## config.mk

```make
export PLATFORM = sky130hd
export DESIGN_NAME = divu_hilo_unit
export DESIGN_NICKNAME = d
export VERILOG_FILES = /design/src/rtl/divu_hilo_unit.sv
export SDC_FILE = /design/constraint.sdc
export NUM_CORES = 1
export LEC_CHECK = 0
export ABC_AREA = 1
export BUFFER_PORTS_ARGS = -buffer_cell sky130_fd_sc_hd__buf_4
export CORE_MARGIN = 3
export CORE_UTILIZATION = 34
export CTS_BUF_LIST = sky130_fd_sc_hd__clkbuf_4 sky130_fd_sc_hd__clkbuf_8
export DETAILED_ROUTE_END_ITERATION = 10
export HOLD_SLACK_MARGIN = 0.06
export PLACE_DENSITY = 0.66
export SETUP_SLACK_MARGIN = 0.3
export SYNTH_ARGS = -nofsm -noshare
export SYNTH_HDL_FRONTEND = slang
export SYNTH_SLANG_ARGS = --single-unit
```

## constraint.sdc

```tcl
create_clock -name clk -period 4.1 [get_ports clk]
set_input_delay 0.82 -clock clk [delete_from_list [all_inputs] [get_ports clk]]
set_output_delay 0.82 -clock clk [all_outputs]
set_load 0.05 [all_outputs]
```

## src/rtl/divu_hilo_unit.sv

```systemverilog
// Multi-cycle unsigned restoring divider with the architectural HI/LO pair.
// Drives the EX result mux for mfhi/mflo and stalls the pipeline via busy.
module divu_hilo_unit #(
  parameter int unsigned WIDTH = 32,
  parameter int unsigned CNT_W = 6
) (
  input  logic             clk,
  input  logic             rst_n,
  input  logic             divu,
  input  logic [WIDTH-1:0] dividend,
  input  logic [WIDTH-1:0] divisor,
  input  logic [1:0]       alusel,
  input  logic [WIDTH-1:0] alu_result,
  input  logic             hi_we,
  input  logic             lo_we,
  input  logic [WIDTH-1:0] hilo_wdata,
  output logic             busy,
  output logic             done,
  output logic [WIDTH-1:0] hi,
  output logic [WIDTH-1:0] lo,
  output logic [WIDTH-1:0] ex_result
);

  typedef enum logic [1:0] {IDLE, RUN, DONE} state_t;

  state_t           state;
  logic [WIDTH:0]   rem;
  logic [WIDTH-1:0] quo;
  logic [WIDTH-1:0] dsr;
  logic [CNT_W-1:0] cnt;

  logic [WIDTH+1:0] rem_sh;
  logic [WIDTH+1:0] trial;
  logic [WIDTH:0]   rem_nxt;
  logic [WIDTH-1:0] quo_nxt;
  logic             start;
  logic             last_step;

  assign start     = divu && (state != RUN);
  assign last_step = (cnt == CNT_W'(WIDTH - 1));

  // One restoring step: shift {rem, quo} left, try to subtract the divisor.
  always_comb begin
    rem_sh = {rem, quo[WIDTH-1]};
    trial  = rem_sh - {2'b00, dsr};
    if (trial[WIDTH+1]) begin
      rem_nxt = rem_sh[WIDTH:0];
      quo_nxt = {quo[WIDTH-2:0], 1'b0};
    end else begin
      rem_nxt = trial[WIDTH:0];
      quo_nxt = {quo[WIDTH-2:0], 1'b1};
    end
  end

  always_ff @(posedge clk) begin
    if (!rst_n) begin
      state <= IDLE;
      rem   <= '0;
      quo   <= '0;
      dsr   <= '0;
      cnt   <= '0;
      hi    <= '0;
      lo    <= '0;
      busy  <= 1'b0;
      done  <= 1'b0;
    end else begin
      case (state)
        RUN: begin
          rem <= rem_nxt;
          quo <= quo_nxt;
          cnt <= cnt + CNT_W'(1);
          if (last_step) begin
            lo    <= quo_nxt;
            hi    <= rem_nxt[WIDTH-1:0];
            state <= DONE;
            busy  <= 1'b0;
            done  <= 1'b1;
          end
        end
        default: begin
          // mthi/mtlo land here; a coinciding division result overwrites them later
          if (hi_we) hi <= hilo_wdata;
          if (lo_we) lo <= hilo_wdata;
          if (start) begin
            quo   <= dividend;
            dsr   <= divisor;
            rem   <= '0;
            cnt   <= '0;
            state <= RUN;
            busy  <= 1'b1;
            done  <= 1'b0;
          end else begin
            state <= IDLE;
            busy  <= 1'b0;
            done  <= 1'b0;
          end
        end
      endcase
    end
  end

  // No bypass of the in-flight result; the stall covers mfhi/mflo during RUN.
  always_comb begin
    case (alusel)
      2'd0:    ex_result = hi;
      2'd1:    ex_result = lo;
      default: ex_result = alu_result;
    endcase
  end

endmodule

```

==> results.json <==
{
  "status": "completed",
  "worstPathCellList": "buf_4 > inv_1 > buf_4 > nand3_1 > nand2_1 > buf_4",
  "worst_slack_ns": 1.164,
  "cp.arrival_ns": 2.12,
  "grt_pass1_wl_um": 56300,
  "path_buf_inv": 4,
  "cts_tree": "built",
  "netlist_area_um2": 10280,
  "period_share": 0.7161,
  "grt_antenna_before_repair": 0,
  "grt_usage": 0.2109,
  "postCtsResizedCells": 0,
  "crit_fanout": 34,
  "synthMuxAreaShare": 0,
  "crit_path_top_delay_cell": "buf_4",
  "postCtsSetupBuffers": 0,
  "hold_ws_ns": 0.4648,
  "final_max_slew_viol_count": 0,
  "dp_slack_ns": 1.175,
  "synth_fa_ha_area_frac": 0.04209,
  "synth_compound_area_frac": 0.1736,
  "finalHoldViolCount": 0,
  "htreeDepth": 4,
  "die_x_um": 179.9,
  "start_util": 0.3461,
  "diodes": 0,
  "layout-drive-gt1-share": 0.1804,
  "critPathCaptureType": "output port",
  "numCtsBuffers": 17,
  "vias": 11174,
  "yosysTopAreaCell": "dfxtp_1",
  "max_cap_viol_count": 0,
  "wl_per_cell_um": 15.92,
  "postCtsHoldBufs": 0,
  "clk_pin_slew_ns": 0.11,
  "synth_area_per_cell_um2": 6.325,
  "grt_max_degree": 93,
  "synthXorXnorAreaFrac": 0.01192,
  "cts_max_path_buffers": 2,
  "setup_violations": 0,
  "power_leakage_nw": 6.399,
  "clock-sinks": 170,
  "synth-simple-area-share": 0.3257,
  "final_cells": 2208,
  "synth-edff-count": 0,
  "worst_pin_slew_ns": 1.025,
  "final_util": 0.4277,
  "synth_cell_types": 38,
  "dieArea_um2": 32370,
  "wirelength_um": 35150,
  "path_class": "in -> out",
  "min_from": "dsr[27]$_SDFFE_PN0P_",
  "ys_ff_latch": 170,
  "critical_path.startpoint": "alusel[1]",
  "grt_pass1_vias": 10615,
  "yosysWarnings": 0,
  "relSlewSlack": 0.3161,
  "remaining_drc_errors": 0,
  "cts_root_buf": "clkbuf_8",
  "finalWeightedCongestion": 0.9170,
  "peakVddDrop_uv": 572.9,
  "core_um2": 29720,
  "io_buffers": 232,
  "rr_startpoint": "rem[10]$_SDFFE_PN0P_",
  "slowest_delay_ns": 0.34,
  "hold_class": "reg -> reg",
  "pin_count": 233,
  "synth-async-reset-ratio": 0,
  "start_kind": "input pin",
  "layout_min_cycle_time_ns": 2.936,
  "synth.area.top_cells": "dfxtp_1 (33%), nand2_1 (19%), inv_1 (7.7%)",
  "rsz0062_at_grt": "no",
  "core.rowCount": 63,
  "synth_top_area_share": 0.3309,
  "synth_top_family_by_area": "simple AND/OR/NAND/NOR gates",
  "clk_latency_ns": 0.49,
  "seq_area_frac_synth": 0.3309,
  "critical-path-top-delay-family": "buffers and inverters",
  "dp_cells": 2176,
  "dp_hpwl_um": 27140,
  "ant_nets": 0,
  "crit_top_cell": "buf_4",
  "synth_ff_type": "dfxtp_1",
  "via_per_inst": 5.061,
  "finClkSkew_ns": 0.02488,
  "dieHeight_um": 179.9,
  "final_nets": 1974,
  "power_density_nw_per_um2": 779.4,
  "setup_tns_ns": 0,
  "syn_to_final_growth_pct": 23.58,
  "grt-ovfl-total": 0,
  "drt_iter0_markers": 1027,
  "syn_inst": 1626,
  "dr.pass1.iters": 6,
  "fmax_mhz": 340.6,
  "syn-num-nets": 1795,
  "required_ns": 3.28
}
-- tightest hold or removal path, cell delays in order, from the launching register on --
cell     delay [ns]
dfxtp_1        0.31
inv_1          0.06
a21oi_1        0.06
-- metrics by stage --
step / total power [mW] / instance area, µm²
floorplan: 7.155 / 10280
global placement: 8.514 / 12280
detailed placement: 8.588 / 12280
CTS: 9.888 / 12710
global route: 10.85 / 12710
finish: 9.906 / 12710
-- where the power goes --
group	switching [mW]	total, mW	internal (mW)	leakage (nW)
Combinational	4.39	6.40	2.01	4.78
Sequential	0.283	2.22	1.93	1.40
Clock	0.767	1.29	0.527	0.216
-- registers in the layout, indices dropped and copies added, names as in the netlist --
name / cells
rem: 33
dsr: 32
hi: 32
lo: 32
quo: 32
cnt: 6
state: 2
done: 1
-- Yosys cell counts (2+ instances only) --
| master | n |
|---|---|
| buf_4 | 2 |
| o21a_1 | 2 |
| nand3b_1 | 3 |
| clkbuf_1 | 66 |
| nor2_1 | 61 |
| inv_1 | 212 |
| o21bai_1 | 3 |
| nand3_1 | 148 |
| nor3_1 | 5 |
| buf_1 | 7 |
| nand2_2 | 5 |
| a22oi_1 | 14 |
| o21ai_1 | 4 |
| dfxtp_1 | 170 |
| nor2_2 | 2 |
| clkinv_1 | 2 |
| xnor2_1 | 6 |
| inv_2 | 6 |
| ha_1 | 33 |
| o21ai_0 | 100 |
| nand2_1 | 508 |
| a21oi_2 | 3 |
| xor2_1 | 8 |
| buf_6 | 5 |
| a21oi_1 | 156 |
| buf_2 | 4 |
| nand4_1 | 13 |
| nand2_4 | 4 |
| a31oi_1 | 44 |
| nand3_2 | 22 |
-- final timing paths --
check                           slack [ns]  cells past startpoint                   end
worst max-delay path                  1.16                      6         ex_result[28]
worst min-delay path                  0.46                      2  dsr[27]$_SDFFE_PN0P_
worst max register to register        1.34                     13  rem[21]$_SDFFE_PN0P_
worst min register to register        0.46                      2  dsr[27]$_SDFFE_PN0P_
-- per-layer routing --
metal  GRT usage  up-vias  routed length (µm)
met1      0.2790     5106               15400
met5           0        -                   0
li1            -     5628                   -
met3     0.03278       51                2077
met2      0.3566      389               16830
met4     0.06126        0                 845
-- cells by family (layout without fill, tap and decap cells) --
kind of cell,Yosys count,in the layout
compound gates,330,330
xor+xnor,14,14
flops,170,170
buf+inv,304,496
fa+ha+maj,34,34
simple gates,774,774
-- cells in the final DEF, fill, tap and decap left out, types with 2 or more instances in the layout --
cell type,instances
a21oi_1,156
a21oi_2,3
a22oi_1,14
a31oi_1,44
buf_4,243
clkbuf_8,17
clkinv_1,2
clkinv_4,3
clkinv_8,5
dfxtp_1,170
ha_1,33
inv_1,210
inv_2,8
inv_6,2
inv_8,4
nand2_1,508
nand2_2,5
nand2_4,4
nand3_1,148
nand3_2,22
nand3b_1,3
nand4_1,13
nor2_1,57
nor2_2,4
nor2_4,3
nor3_1,5
o21a_1,2
o21ai_0,100
o21ai_1,3
o21bai_1,3
xnor2_1,6
xor2_1,8
-- layout make-up --
class                      count  area, µm²
tap                          390      488.0
clock buffer                  17      234.0
fill                        3149      17010
sequential                   170       3403
inverter                     220      825.8
clock inverter                15      200.2
multi-input combinational   1152       5714
timing repair buffer         244       1844
Note: power is estimated with default switching activity, not from simulation.
